==> src/rtl/reg_dump_overlay.sv <==
// Register dump text overlay: one "Rk=HH.." line per register, with per-frame snapshot, freeze and change highlight.
// Latency: 3 clocks from x/y/video_on to rgb; rom_addr is presented 1 clock after x/y.
// Backpressure: none; this is a free-running pixel stream with no stall path.
module reg_dump_overlay #(
  parameter int          NUM_REGS    = 8,
  parameter int          DATA_W      = 8,
  parameter int          X0          = 192,
  parameter int          Y0          = 208,
  parameter int          HOLD_FRAMES = 30,
  parameter logic [11:0] FG_RGB      = 12'h00F,
  parameter logic [11:0] HL_RGB      = 12'hF00,
  parameter logic [11:0] BG_RGB      = 12'hFFF
) (
  input  logic                         clk,
  input  logic                         rst_n,
  input  logic                         frame_tick,
  input  logic                         freeze,
  input  logic                         video_on,
  input  logic [9:0]                   x,
  input  logic [9:0]                   y,
  input  logic [NUM_REGS*DATA_W-1:0]   reg_flat,
  output logic [10:0]                  rom_addr,
  input  logic [7:0]                   rom_data,
  output logic [11:0]                  rgb
);

  localparam int NIB  = DATA_W / 4;
  localparam int COLS = 3 + NIB;

  // Window bounds widened to 11 bits so the right/bottom edge never wraps.
  localparam logic [10:0] X_LO = 11'(X0);
  localparam logic [10:0] X_HI = 11'(X0 + 8 * COLS);
  localparam logic [10:0] Y_LO = 11'(Y0);
  localparam logic [10:0] Y_HI = 11'(Y0 + 16 * NUM_REGS);

  // Per-pixel side information that travels alongside the glyph ROM read.
  typedef struct packed {
    logic       von;
    logic       in_win;
    logic       hl;
    logic [2:0] bit_idx;
  } pix_meta_t;

  logic [DATA_W-1:0] shadow [NUM_REGS];
  logic [7:0]        hold   [NUM_REGS];
  logic              primed;

  logic [9:0]        dx;
  logic [9:0]        dy;
  logic              in_win;
  logic [6:0]        col;
  logic [5:0]        line;
  logic [DATA_W-1:0] line_val;
  logic              line_hl;
  logic [3:0]        nib;
  logic [6:0]        ascii;
  pix_meta_t         meta_s1;
  pix_meta_t         meta_s2;
  logic              glyph_px;

  function automatic logic [6:0] hex_ascii(input logic [3:0] n);
    if (n < 4'd10) return 7'h30 + {3'b000, n};
    return 7'h41 + {3'b000, n - 4'd10};
  endfunction

  assign dx     = x - 10'(X0);
  assign dy     = y - 10'(Y0);
  assign col    = dx[9:3];
  assign line   = dy[9:4];
  assign in_win = ({1'b0, x} >= X_LO) && ({1'b0, x} < X_HI) &&
                  ({1'b0, y} >= Y_LO) && ({1'b0, y} < Y_HI);

  // Select the shadowed value and highlight state of the line under the beam.
  always_comb begin
    line_val = '0;
    line_hl  = 1'b0;
    for (int r = 0; r < NUM_REGS; r++) begin
      if (line == 6'(r)) begin
        line_val = shadow[r];
        line_hl  = (hold[r] != 8'd0);
      end
    end
  end

  // Pick the nibble for value columns; column 3 is the most significant nibble.
  always_comb begin
    nib = '0;
    for (int j = 0; j < NIB; j++) begin
      if (col == 7'(COLS - 1 - j)) nib = line_val[j*4 +: 4];
    end
  end

  // Character for the current cell; blank outside the window.
  always_comb begin
    ascii = 7'h00;
    if (in_win) begin
      case (col)
        7'd0:    ascii = 7'h52;
        7'd1:    ascii = hex_ascii(line[3:0]);
        7'd2:    ascii = 7'h3D;
        default: ascii = hex_ascii(nib);
      endcase
    end
  end

  // Frame snapshot and highlight countdown; a reload wins over the decrement.
  always_ff @(posedge clk or negedge rst_n) begin
    if (!rst_n) begin
      for (int r = 0; r < NUM_REGS; r++) begin
        shadow[r] <= '0;
        hold[r]   <= '0;
      end
      primed <= 1'b0;
    end else if (frame_tick) begin
      for (int r = 0; r < NUM_REGS; r++) begin
        if (!freeze) shadow[r] <= reg_flat[r*DATA_W +: DATA_W];
        if (!freeze && primed && (reg_flat[r*DATA_W +: DATA_W] != shadow[r]))
          hold[r] <= 8'(HOLD_FRAMES);
        else if (hold[r] != 8'd0)
          hold[r] <= hold[r] - 8'd1;
      end
      if (!freeze) primed <= 1'b1;
    end
  end

  // Stage 1: glyph address and pixel side info.
  always_ff @(posedge clk or negedge rst_n) begin
    if (!rst_n) begin
      rom_addr <= '0;
      meta_s1  <= '0;
    end else begin
      rom_addr        <= {ascii, dy[3:0]};
      meta_s1.von     <= video_on;
      meta_s1.in_win  <= in_win;
      meta_s1.hl      <= in_win & line_hl;
      meta_s1.bit_idx <= dx[2:0];
    end
  end

  // Stage 2: hold side info while the ROM read completes.
  always_ff @(posedge clk or negedge rst_n) begin
    if (!rst_n) meta_s2 <= '0;
    else        meta_s2 <= meta_s1;
  end

  assign glyph_px = rom_data[3'd7 - meta_s2.bit_idx];

  // Stage 3: colour resolve.
  always_ff @(posedge clk or negedge rst_n) begin
    if (!rst_n)                    rgb <= 12'h000;
    else if (!meta_s2.von)         rgb <= 12'h000;
    else if (!meta_s2.in_win)      rgb <= BG_RGB;
    else if (!glyph_px)            rgb <= BG_RGB;
    else if (meta_s2.hl)           rgb <= HL_RGB;
    else                           rgb <= FG_RGB;
  end

endmodule

==> config.mk <==
export PLATFORM = sky130hd
export DESIGN_NAME = reg_dump_overlay
export DESIGN_NICKNAME = d
export VERILOG_FILES = /design/src/rtl/reg_dump_overlay.sv
export SDC_FILE = /design/constraint.sdc
export NUM_CORES = 1
export LEC_CHECK = 0
export CAP_MARGIN = 20
export CELL_PAD_IN_SITES_DETAIL_PLACEMENT = 1
export CELL_PAD_IN_SITES_GLOBAL_PLACEMENT = 2
export CORE_MARGIN = 3
export CORE_UTILIZATION = 35
export DETAILED_ROUTE_END_ITERATION = 16
export PLACE_DENSITY_LB_ADDON = 0.1
export RECOVER_POWER = 100
export SKIP_LAST_GASP = 1
export SLEW_MARGIN = 20
export SYNTH_ARGS = -nofsm -noshare
export SYNTH_HDL_FRONTEND = slang
export SYNTH_SLANG_ARGS = --single-unit
==> constraint.sdc <==
create_clock -name clk -period 3.7 [get_ports clk]
set_clock_uncertainty 0.15 [all_clocks]
set_input_delay 1.11 -clock clk [delete_from_list [all_inputs] [get_ports clk]]
set_output_delay 1.11 -clock clk [all_outputs]
set_load 0.01 [all_outputs]
* After elaboration in Yosys (flattened, before gate mapping)
Index checks and enable logic that the tools add are counted.
Word-level totals: logic and storage cells 165, output and inout bits 23, bits in registers 164
Cells by class: equality and inequality tests 19, add/sub/neg operators 17, muxes and demuxes 52, magnitude comparators 7, reduce and logical (&&, ||, !) cells 41, bitwise operators 2
Operator list (number):
- $mux 8 | 24
- $ne 8x8->1 | 8
- $reduce_bool 8->1 | 8
- $sub 8x1->8 const B | 8
- $mux 12 | 4
- $mux 7 | 5
- $eq 6x3->1 const B | 4
- $pmux 7 s3 | 1
- $ge 10x8->1 const B | 2
- $sub 10x8->10 const B | 2
- $reduce_and 2->1 | 9
- $reduce_bool 2->1 | 8
- $mux 1 | 15
- $add 6x4->7 const A | 2
- $add 7x4->7 const A | 2
- $eq 7x2->1 const B | 2
- $eq 6x2->1 const B | 2
- $logic_and 1x1->1 | 12
- $lt 10x8->1 const B | 1
- $lt 10x9->1 const B | 1
- $lt 4x4->1 const B | 2
- $mux 4 | 2
- $sub 4x4->4 const B | 2
- $eq 7x1->1 const B | 1
- other kinds (11) | 11

* Depth between registers and ports, before layout
Gate-level depths: netlist of run 1.
word-level depth 19, depth in mapped cells 14, mapped depth without buffers 13

* Least setup slack after synthesis of run 1
No wires, ideal clock.
path kind input to register, start point in y[5], end point reg rom_addr[6], buffers on the path 1, required time 3439 ps, arrival time 3737 ps, path slack -299 ps, library setup time 111 ps, stages 13, cells stage by stage inv_1 -> ha_1 -> a21oi_2 -> mux2i_1 -> nor2_1 -> buf_2 -> a221oi_1 -> a311oi_1 -> a31oi_4 -> clkinv_4 -> ha_1 -> xor2_1 -> a2111oi_2
Between the ends: cells in the longest elaborated chain, start to end 19, elaborated cells on any way between the ends 43, those cells by class add/sub (7); order compare (4); eq/ne (7); mux (22); reduce/logical (3)
RTL lines:
- start, declared | line 20 | input logic [9:0] y,
- branches (longest 18 deep; another with $sub 10x8->10)
- $mux 7 (*) | line 96 | if (in_win) begin
- via ascii[2] | line 56 | logic [6:0] ascii;
- end signal, assigned | line 132 | rom_addr <= {ascii, dy[3:0]};
- end, declared | line 22 | output logic [10:0] rom_addr,
Mark *: on every way through the listed nets, which the timed path passes. The select of a mux whose other input is x is not followed. A chain may end at the register's enable or synchronous reset.

* Worst setup path after layout of run 1
start point in y[4], end point reg rom_addr[6]
Same word-level chain as after synthesis.

==> metrics.txt, run 1 <==
status=complete, but fails checks; failing checks=capacitance limit, slew limit; final max-slew violation count=70; post-synth top area share=43.28%; top post-synthesis cells by area=dfrtp_1 43%, xor2_1 7.3%, mux2_2 6.9%, ha_1 4.2%, nand2_1 3.9%; maximum vdd drop=0.2631 mV; core box area=24750 um^2; EDFF count, synth=0; worst slew pin tran=1.814 ns; H-Tree Depth=4; via count=7604; Core Util, Final=49.56%; Achievable Freq=0.2735 GHz; synth unique cells=67; die height=166.0 um; RSZ-0062 raised after global routing=true; r2r setup slk=0.96 ns; syn_area_per_cell=9.721 um^2; clock latency on the worst-skew pair=0.44 ns; first-pass iteration count of the detailed router=4; crit start category=input pin; Final period util=98.82%; maximum clock path buffer count=2; CP required=3.87 ns; register bit total from synthesis=155; Layout area overhead=36.86%; CTS Hold Bufs=0; LEAKAGE=5.231 nW; Placement Setup Slack=-0.8107 ns; Die Width=166.0 um; grt ovf=0; Power Total=0.005159 W; Max Cap Violations=1; min cycle time layout=3.656 ns; CP Capture Type=flip-flop; Post-Syn Area=8962 um^2; Detail Route Antenna Nets=0; root buffer cell=clkbuf_16; setup violators final=0; largest area contributor in the netlist=dfrtp_1; FP Rows=57; total clock buffers created by CTS=17; initial antenna violation count=0; kind of critical path=in -> reg; PwrDens=420.6 nW/um^2; Initial Util=36.22%; layout cells sized above 1=22.08%; Post-synth ARST share=100.0%; Seq/Total Area, Yosys=43.28%; drt wl/cell=18.20 um; top_reg_cell synth=dfrtp_1; Placer Congestion=0.8295; Syn Inst Count=922; vias in the first global route=8044; port bufs=119; n_diodes=0; Final Hold Vio Count=0; Worst slew margin=-20.95%; hold crit path type=reg -> reg; die area=27560 um^2; drt drc=0; nets@finish=1287; DP HPWL=20.68 mm; Yosys warnings=0; total wire length=27.25 mm; Crit Path Max Fanout=8; Non-Filler Instances=1497; overall routing resource usage=19.76%; Post-Syn Nets=1049; CTS Sinks=155; most frequent cells after synthesis=155 x dfrtp_1, 93 x nand2_1, 75 x xor2_1; clock-pin slew on the worst setup and hold paths=0.06 ns; critical path data arrival time=3.82 ns; largest net degree at the start of global routing=70; CTS tree=built; Inst Count DP=1447; io pins=120; final setup margin=0.04359 ns; first-pass GRT wire length=43.85 mm; vias per cell=5.079; most frequent cell after synthesis=dfrtp_1; drt initial violations=402
[power by group]
| group | internal, W | switching (W) |
|---|---|---|
| Clock | 0.00136 | 0.000771 |
| Sequential | 0.00187 | 0.000192 |
| Combinational | 0.000490 | 0.000476 |
[logic make-up after synthesis]
| family | count (synthesis) | synth area share (%) |
|---|---|---|
| adders and majority gates | 30 | 4.188 |
| DFF | 155 | 43.28 |
| AOI/OAI and AO/OA | 190 | 13.68 |
| buffers and inverters | 85 | 4.146 |
| muxes | 60 | 7.748 |
| and+or+nand+nor | 296 | 16.60 |
| xor gates and xnor gates | 106 | 10.36 |
[area by class of cell]
type,count,area (um^2)
timing repair buffer,260,2190
fill,2805,12480
multi-input combinational,682,4911
tap,324,405.4
inverter,44,177.7
clock inverter,13,260.3
clock buffer,19,442.9
sequential,155,3879
[critical path, stage by stage]
cell and delay, ns:
buf_2 0.11, clkinvlp_4 0.14, buf_4 0.17, ha_4 0.17
buf_4 0.14, buf_4 0.16, a21oi_1 0.16, o21ai_0 0.11
a22o_1 0.23, a32o_1 0.23, a21oi_2 0.16, a31oi_4 0.13
clkinv_4 0.10, ha_4 0.21, xor2_2 0.15, a2111oi_2 0.35
[layer usage]
metal  vias to the layer above  GRT usage, %  part of all wire (%)
li1                       3717             -                     -
met3                        23         2.975                   2.8
met2                       118         33.02                    48
met1                      3746         27.01                    48
met4                         0         5.027                   1.2
met5                         -             0                     0
[timing repair]
item	4_1_cts	5_1_grt
setup buffers	13	5
gates resized for setup	26	26
endpoints found under the setup margin	7	7
pin swaps	7	13
[final timing paths]
check                                        from                      to  cells after the start
max in group asynchronous                   rst_n  shadow[32]$_DFFE_PN0P_                      2
min reg2reg                  meta_s1[3]$_DFF_PN0_    meta_s2[3]$_DFF_PN0_                      0
min in group asynchronous                   rst_n   rom_addr[4]$_DFF_PN0_                      1
max reg2reg                shadow[17]$_DFFE_PN0P_   rom_addr[6]$_DFF_PN0_                     10
max                                          y[4]   rom_addr[6]$_DFF_PN0_                     16
min                          meta_s1[3]$_DFF_PN0_    meta_s2[3]$_DFF_PN0_                      0
[cell usage in the layout (no fill, tap or decap), drive strengths merged, types with 7 or more instances in the layout]
cell	netlist	routed
buf	18	122
clkdlybuf4s50	0	74
inv	43	44
a21o	7	7
nand2b	10	10
nand2	93	93
xnor2	31	31
ha	30	30
a21oi	67	67
and2	8	8
o21ai	48	48
or3	14	14
o211ai	8	8
nor3b	13	13
a31oi	9	9
dlygate4sd3	0	36
nor2	55	55
bufinv	0	7
dfrtp	155	155
xor2	75	75
nand3	19	19
nor2b	11	11
mux2	55	55
a2111oi	7	7
clkbuf	23	42
nor3	20	20
nor4	31	31
[per-stage QoR]
stage                     area, um^2  hold slack (ns)  setup TNS [ns]
final                          12270           0.1961               0
after global routing           12270           0.1953         -0.1836
after CTS                      12290           0.1952               0
after detailed placement       11440           0.1863          -6.087
after global placement         11440           0.1814          -5.893
after floorplan                 9040           0.1812         -0.1252
[state kept, by name (all words and copies together), names as in the netlist]
signal    cells
meta_s2       6
rom_addr     11
hold         64
shadow       64
rgb           3
meta_s1       6
primed        1
Power figures use the tool's default switching activity.
==> run 2, diff against run 1 <==
--- a/config.mk
+++ b/config.mk
@@ -8,7 +8,7 @@
 export CAP_MARGIN = 20
 export CELL_PAD_IN_SITES_DETAIL_PLACEMENT = 1
 export CELL_PAD_IN_SITES_GLOBAL_PLACEMENT = 2
-export CORE_MARGIN = 3
+export CORE_MARGIN = 1.5
 export CORE_UTILIZATION = 35
 export DETAILED_ROUTE_END_ITERATION = 16
 export PLACE_DENSITY_LB_ADDON = 0.1
==> run 2 against run 1 <==
The run now ends clean. Non-clock buffer count is 18 lower. Sequential cell count stayed put. Critical path depth is 3 lower. Final area is 1.4% lower. Global-route usage is 1.0 points higher. Routed wire length is 3.2% lower. Setup slack better by 0.058 ns. First-iteration DRC count is 32% lower. Clock power is 8% lower. Core utilization is 1.5 points lower. Sequential share of layout area is 0.45 points higher. Register-to-register slack better by 0.08 ns. Largest power group is now sequential cells.
==> metrics.txt, run 2 (synthesized netlist as in run 1, its figures left out) <==
hold crit path type=reg -> reg (unchanged); FP Rows=58 (was 57); first-pass iteration count of the detailed router=4 (unchanged); drt drc=0 (unchanged); drt initial violations=274 (was 402); grt ovf=0 (unchanged); Die Width=163.0 um (was 166.0 um); CP required=3.88 ns (was 3.87 ns); WHS=0.1984 ns (was 0.1961 ns); min cycle time layout=3.598 ns (was 3.656 ns); LEAKAGE=5.088 nW (was 5.231 nW); Slowest-stage cell, CP=clkdlybuf4s50_1 (was a2111oi_2); crit start category=input pin (unchanged); Int Pwr=0.003493 W (was 0.003719 W); switching portion of total power=29.32% (was 27.90%); CP Capture Type=flip-flop (unchanged); worst slew pin tran=1.410 ns (was 1.814 ns); Buf/Inv on CP=4 (was 6); maximum clock path buffer count=2 (unchanged); most common cell after layout, fill and taps aside=dfrtp_1 (unchanged); RSZ-0062 raised after global routing=true (unchanged); Crit path max-delay family=compound AO/OA/AOI/OAI gates (unchanged); kind of critical path=in -> reg (unchanged); via count=7481 (was 7604); biggest regs=hold (64), shadow (64), rom_addr (11) (unchanged); wl on met1=12.58 mm (was 12.97 mm); most frequent cells in the layout=155 x dfrtp_1, 96 x buf_4, 93 x nand2_1 (was 155 x dfrtp_1, 117 x buf_4, 91 x nand2_1); total length of routed met3 wires=717 um (was 771 um); Initial Util=35.59% (was 36.22%); core box area=25180 um^2 (was 24750 um^2); cells along the critical path=clkdlybuf4s50_1, buf_4, and3b_1, o211a_1, o21ai_0, buf_4, a221oi_2, a311oi_2, a31oi_4, clkinv_4, ha_1, xor2_1, a2111oi_2 (was buf_2, clkinvlp_4, buf_4, ha_4, buf_4, buf_4, a21oi_1, o21ai_0, a22o_1, a32o_1, a21oi_2, a31oi_4, clkinv_4, ha_4, xor2_2, a2111oi_2); setup violators final=0 (unchanged); Comb pwr share=19.0% (was 18.7%); layout cells sized above 1=20.95% (was 22.08%); Worst slew margin=5.995% (was -20.95%); root buffer cell=clkbuf_16 (unchanged); status=complete, no violations (was complete, but fails checks); Achievable Freq=0.2779 GHz (was 0.2735 GHz); CTS tree=built (unchanged); io pins=120 (unchanged); Layout area overhead=34.92% (was 36.86%); initial antenna violation count=0 (unchanged); DP HPWL=20.40 mm (was 20.68 mm); PwrDens=408.8 nW/um^2 (was 420.6 nW/um^2); CTS Sinks=155 (unchanged); H-Tree Depth=4 (unchanged); Final Hold Vio Count=0 (unchanged); vias per cell=5.038 (was 5.079); port bufs=119 (unchanged); Max Cap Violations=0 (was 1); Highest Signal Layer=met4 (unchanged); Crit Path Max Fanout=4 (was 8); Final period util=97.25% (was 98.82%); CP peak stage delay=0.53 ns (was 0.35 ns); maximum vdd drop=0.2363 mV (was 0.2631 mV); critical path data arrival time=3.78 ns (was 3.82 ns); total wire length=26.36 mm (was 27.25 mm); die area=26580 um^2 (was 27560 um^2); largest net degree at the start of global routing=55 (was 70); sequential share of power=41.5% (was 39.9%); nets@finish=1269 (was 1287); n_diodes=0 (unchanged); Core Util, Final=48.02% (was 49.56%); drt wl/cell=17.75 um (was 18.20 um); Power Total=0.004943 W (was 0.005159 W); final max-slew violation count=0 (was 70); DR WL met2=12.81 mm (was 13.18 mm); clock-pin slew on the worst setup and hold paths=0.07 ns (was 0.06 ns); Filler cells=2809 (was 2805); vias in the first global route=7920 (was 8044); clock power share=39.5% (was 41.3%); Placer Congestion=0.8470 (was 0.8295); CTS Hold Bufs=0 (unchanged); Detail Route Antenna Nets=0 (unchanged); overall routing resource usage=20.77% (was 19.76%); most frequent CP cell=buf_4 (unchanged); total clock buffers created by CTS=17 (unchanged); first-pass GRT wire length=42.52 mm (was 43.85 mm); die height=163.0 um (was 166.0 um); clock latency on the worst-skew pair=0.44 ns (about the same); switching power=0.001449 W (was 0.001439 W); r2r setup slk=1.04 ns (was 0.96 ns)
==> run 2: power groups by stage <==
stage	logic, W	registers, W	clock network, W
3_3_place_gp	0.000938	0.00208	0
2_1_floorplan	0.000536	0.00202	0
6_report	0.000941	0.00205	0.00195
4_1_cts	0.000970	0.00205	0.00201
5_1_grt	0.00105	0.00208	0.00208
3_5_place_dp	0.000957	0.00209	0
==> run 2: area by class of cell <==
cell class | count | area, um^2 | share of cell area [%]
multi-input combinational | 682 | 4897 | 40.50
sequential | 155 | 3879 | 32.08
timing repair buffer | 242 | 2090 | 17.28
clock buffer | 18 | 429.2 | 3.549
clock inverter | 14 | 206.4 | 1.707
tap | 330 | 412.9 | 3.415
inverter | 44 | 177.7 | 1.469
==> run 2: per-layer routing <==
metal	vias up	GRT usage (%)
li1	3669	-
met1	3701	28.11
met2	94	34.99
met3	17	3.073
met4	0	4.754
met5	-	0
==> run 2: repair_timing <==
| item | 4_1_cts | 5_1_grt |
|---|---|---|
| gates cloned | 0 | 0 |
| pin swaps | 8 | 7 |
| setup endpoints to repair | 7 | 7 |
| gates resized for setup | 21 | 20 |
| buffers inserted | 3 | 2 |
==> run 2: final timing paths <==
| check | startpoint | to | cells past startpoint |
|---|---|---|---|
| worst max register to register | shadow[17]$_DFFE_PN0P_ | rom_addr[6]$_DFF_PN0_ | 10 |
| max in group asynchronous | rst_n | shadow[19]$_DFFE_PN0P_ | 2 |
| worst min register to register | meta_s1[5]$_DFF_PN0_ | meta_s2[5]$_DFF_PN0_ | 0 |
| worst min-delay path | meta_s1[5]$_DFF_PN0_ | meta_s2[5]$_DFF_PN0_ | 0 |
| min in group asynchronous | rst_n | hold[51]$_DFFE_PN0P_ | 1 |
| worst max-delay path | x[6] | rom_addr[6]$_DFF_PN0_ | 13 |
==> run 2: stage by stage <==
stage	TNS, ns	cells	instance area [um^2]	setup slack [ns]
global placement	-5.293	1448	11440	-0.7745
CTS	0	1483	12140	0.002073
floorplan	-0.1252	922	9040	-0.07125
detailed placement	-5.379	1448	11440	-0.8391
finish	0	1485	12090	0.1016
global route	-0.04157	1485	12090	-0.02571
==> run 3, diff against run 2 <==
--- a/config.mk
+++ b/config.mk
@@ -11,6 +11,7 @@
 export CORE_MARGIN = 1.5
 export CORE_UTILIZATION = 35
 export DETAILED_ROUTE_END_ITERATION = 16
+export GPL_TIMING_DRIVEN = 0
 export PLACE_DENSITY_LB_ADDON = 0.1
 export RECOVER_POWER = 100
 export SKIP_LAST_GASP = 1
==> run 3 against run 2 <==
The run now ends with capacitance limit, slew limit, setup timing left. Combinational power rose by 0.4%. Die area is the same. Global-route usage grew 1.3 points. Register-to-register slack worse by 0.08 ns. Setup slack got worse by 0.15 ns. Critical path depth did not move. Via count down 0.45%. Critical path type unchanged. Largest cell class unchanged. Largest power group unchanged.
==> metrics.txt, run 3 (synthesized netlist as in run 1, its figures left out) <==
drt wl/cell=19.59 um (was 17.75 um); PwrDens=411.2 nW/um^2 (was 408.8 nW/um^2); maximum vdd drop=0.1822 mV (was 0.2363 mV); Final Hold Vio Count=0 (unchanged); maximum clock path buffer count=2 (unchanged); Final period util=101.4% (was 97.25%); total clock buffers created by CTS=17 (unchanged); failing checks=capacitance limit, slew limit, setup timing; multi-input logic area=5159 um^2 (was 4897 um^2); clock latency on the worst-skew pair=0.44 ns (about the same); io pins=120 (unchanged); placed cell area=10650 um^2 (was 11440 um^2); hold crit path type=reg -> reg (unchanged); most common cell after layout, fill and taps aside=dfrtp_1 (unchanged); Die Width=163.0 um (unchanged); drt drc=0 (unchanged); final max-slew violation count=76 (was 0); Filler cells=2828 (was 2809); Non-Filler Instances=1432 (was 1485); FP Rows=58 (unchanged); total wire length=28.06 mm (was 26.36 mm); largest net degree at the start of global routing=81 (was 55); CTS Sinks=155 (unchanged); Detail Route Antenna Nets=0 (unchanged); Placement Setup Slack=-1.700 ns (was -0.8391 ns); Achievable Freq=0.2665 GHz (was 0.2779 GHz); LEAKAGE=4.872 nW (was 5.088 nW); r2r setup slk=0.96 ns (was 1.04 ns); Inst Count DP=1369 (was 1448); status=complete, but fails checks (was complete, no violations); die height=163.0 um (unchanged); root buffer cell=clkbuf_16 (unchanged); CP required=3.87 ns (was 3.88 ns); overall routing resource usage=22.05% (was 20.77%); most frequent cells in the layout=155 x dfrtp_1, 90 x nand2_1, 77 x clkdlybuf4s50_1 (was 155 x dfrtp_1, 96 x buf_4, 93 x nand2_1); vias per cell=5.200 (was 5.038); Max Cap Violations=1 (was 0); DP HPWL=20.64 mm (was 20.40 mm); critical path data arrival time=3.92 ns (was 3.78 ns); n_diodes=0 (unchanged); crit start category=input pin (unchanged); via count=7447 (was 7481); setup violators final=2 (was 0); min cycle time layout=3.752 ns (was 3.598 ns); Storage cell area=3879 um^2 (unchanged); Power Total=0.004910 W (was 0.004943 W); Placer Congestion=0.8426 (was 0.8470); biggest regs=hold (64), shadow (64), rom_addr (11) (unchanged); grt ovf=0 (unchanged); CP Capture Type=flip-flop (unchanged); Final Cell Area=11940 um^2 (was 12090 um^2); Layout area overhead=33.24% (was 34.92%); core box area=25180 um^2 (unchanged); clock-pin slew on the worst setup and hold paths=0.07 ns (about the same); Initial Util=35.59% (unchanged); CTS tree=built (unchanged); RSZ-0062 raised after global routing=true (unchanged); kind of critical path=in -> reg (unchanged); vias in the first global route=7948 (was 7920); WHS=0.1926 ns (was 0.1984 ns); drt initial violations=441 (was 274); die area=26580 um^2 (unchanged); first-pass GRT wire length=44.71 mm (was 42.52 mm); Crit Path Max Fanout=5 (was 4); nets@finish=1216 (was 1269); port bufs=116 (was 119); worst slew pin tran=2.071 ns (was 1.410 ns); Worst slew margin=-38.07% (was 5.995%); first-pass iteration count of the detailed router=4 (unchanged); layout cells sized above 1=20.60% (was 20.95%); H-Tree Depth=4 (unchanged); initial antenna violation count=0 (unchanged); final setup margin=-0.05246 ns (was 0.1016 ns)
## run 3: cell count changes in the layout (fill, tap and decap cells not counted), moves of 4 or more
cell / change
a21oi_1: -5
a21oi_2: +4
nor4_1: -5
o21ai_2: +5
nor4_2: +4
buf_6: +4
dlygate4sd3_1: -4
buf_4: -58
o21ai_0: -8
buf_2: +4
## run 3: metal layers
metal | track usage (%) | routed length (um) | vias to the layer above
met2 | 37.06 | 13590 | 129
met3 | 3.479 | 920 | 24
li1 | - | - | 3578
met4 | 5.421 | 362 | 0
met1 | 29.64 | 13190 | 3716
met5 | 0 | 0 | -
## run 3: worst max-delay path, cell delays in order
cell and delay [ns]:
clkdlybuf4s50_1 0.60, ha_4 0.26, nor2_1 0.09, o211a_1 0.26, nor2_1 0.13, nor3_4 0.25, a311oi_2 0.11, a31oi_4 0.23
clkinv_4 0.12, buf_6 0.13, ha_4 0.15, a21boi_2 0.14, o311a_1 0.33
## run 3: cell type report
cell class / count / area share [%]
timing repair buffer: 150 / 12.29
sequential: 155 / 32.48
multi-input combinational: 682 / 43.20
inverter: 44 / 1.488
clock inverter: 13 / 1.509
buffer: 39 / 1.865
clock buffer: 19 / 3.709
tap: 330 / 3.458
## run 3: through the flow
step                      utilization [%]  TNS [ns]
after floorplan                         -   -0.1252
after CTS                           46.25   -0.2605
final                               47.42  -0.07960
after global placement              42.15   -879.20
after detailed placement            42.28    -28.27
after global routing                47.42    -1.125
## run 3: power by group
part,total (W),internal [W],switching (W)
clock,0.00191,0.00110,0.000811
combinational,0.000945,0.000453,0.000492
sequential,0.00205,0.00187,0.000186
total,0.00491,0.00342,0.00149
## run 3: path summary, 6_finish.rpt
path                                         from                endpoint  cells after the start
setup / recovery                             x[6]   rom_addr[7]$_DFF_PN0_                     13
hold / removal               meta_s1[5]$_DFF_PN0_    meta_s2[5]$_DFF_PN0_                      0
setup reg to reg           shadow[49]$_DFFE_PN0P_   rom_addr[7]$_DFF_PN0_                     11
hold reg to reg              meta_s1[5]$_DFF_PN0_    meta_s2[5]$_DFF_PN0_                      0
max in group asynchronous                   rst_n  shadow[20]$_DFFE_PN0P_                      1
min in group asynchronous                   rst_n    hold[52]$_DFFE_PN0P_                      1
## run 3: timing repair
action                                  4_1_cts  5_1_grt
endpoints found under the setup margin       23       24
hold buffers                                  0        0
gates resized for setup                      83       44
buffers inserted                             17       17
pin swaps                                    15       18
hold endpoints to repair                      0        0
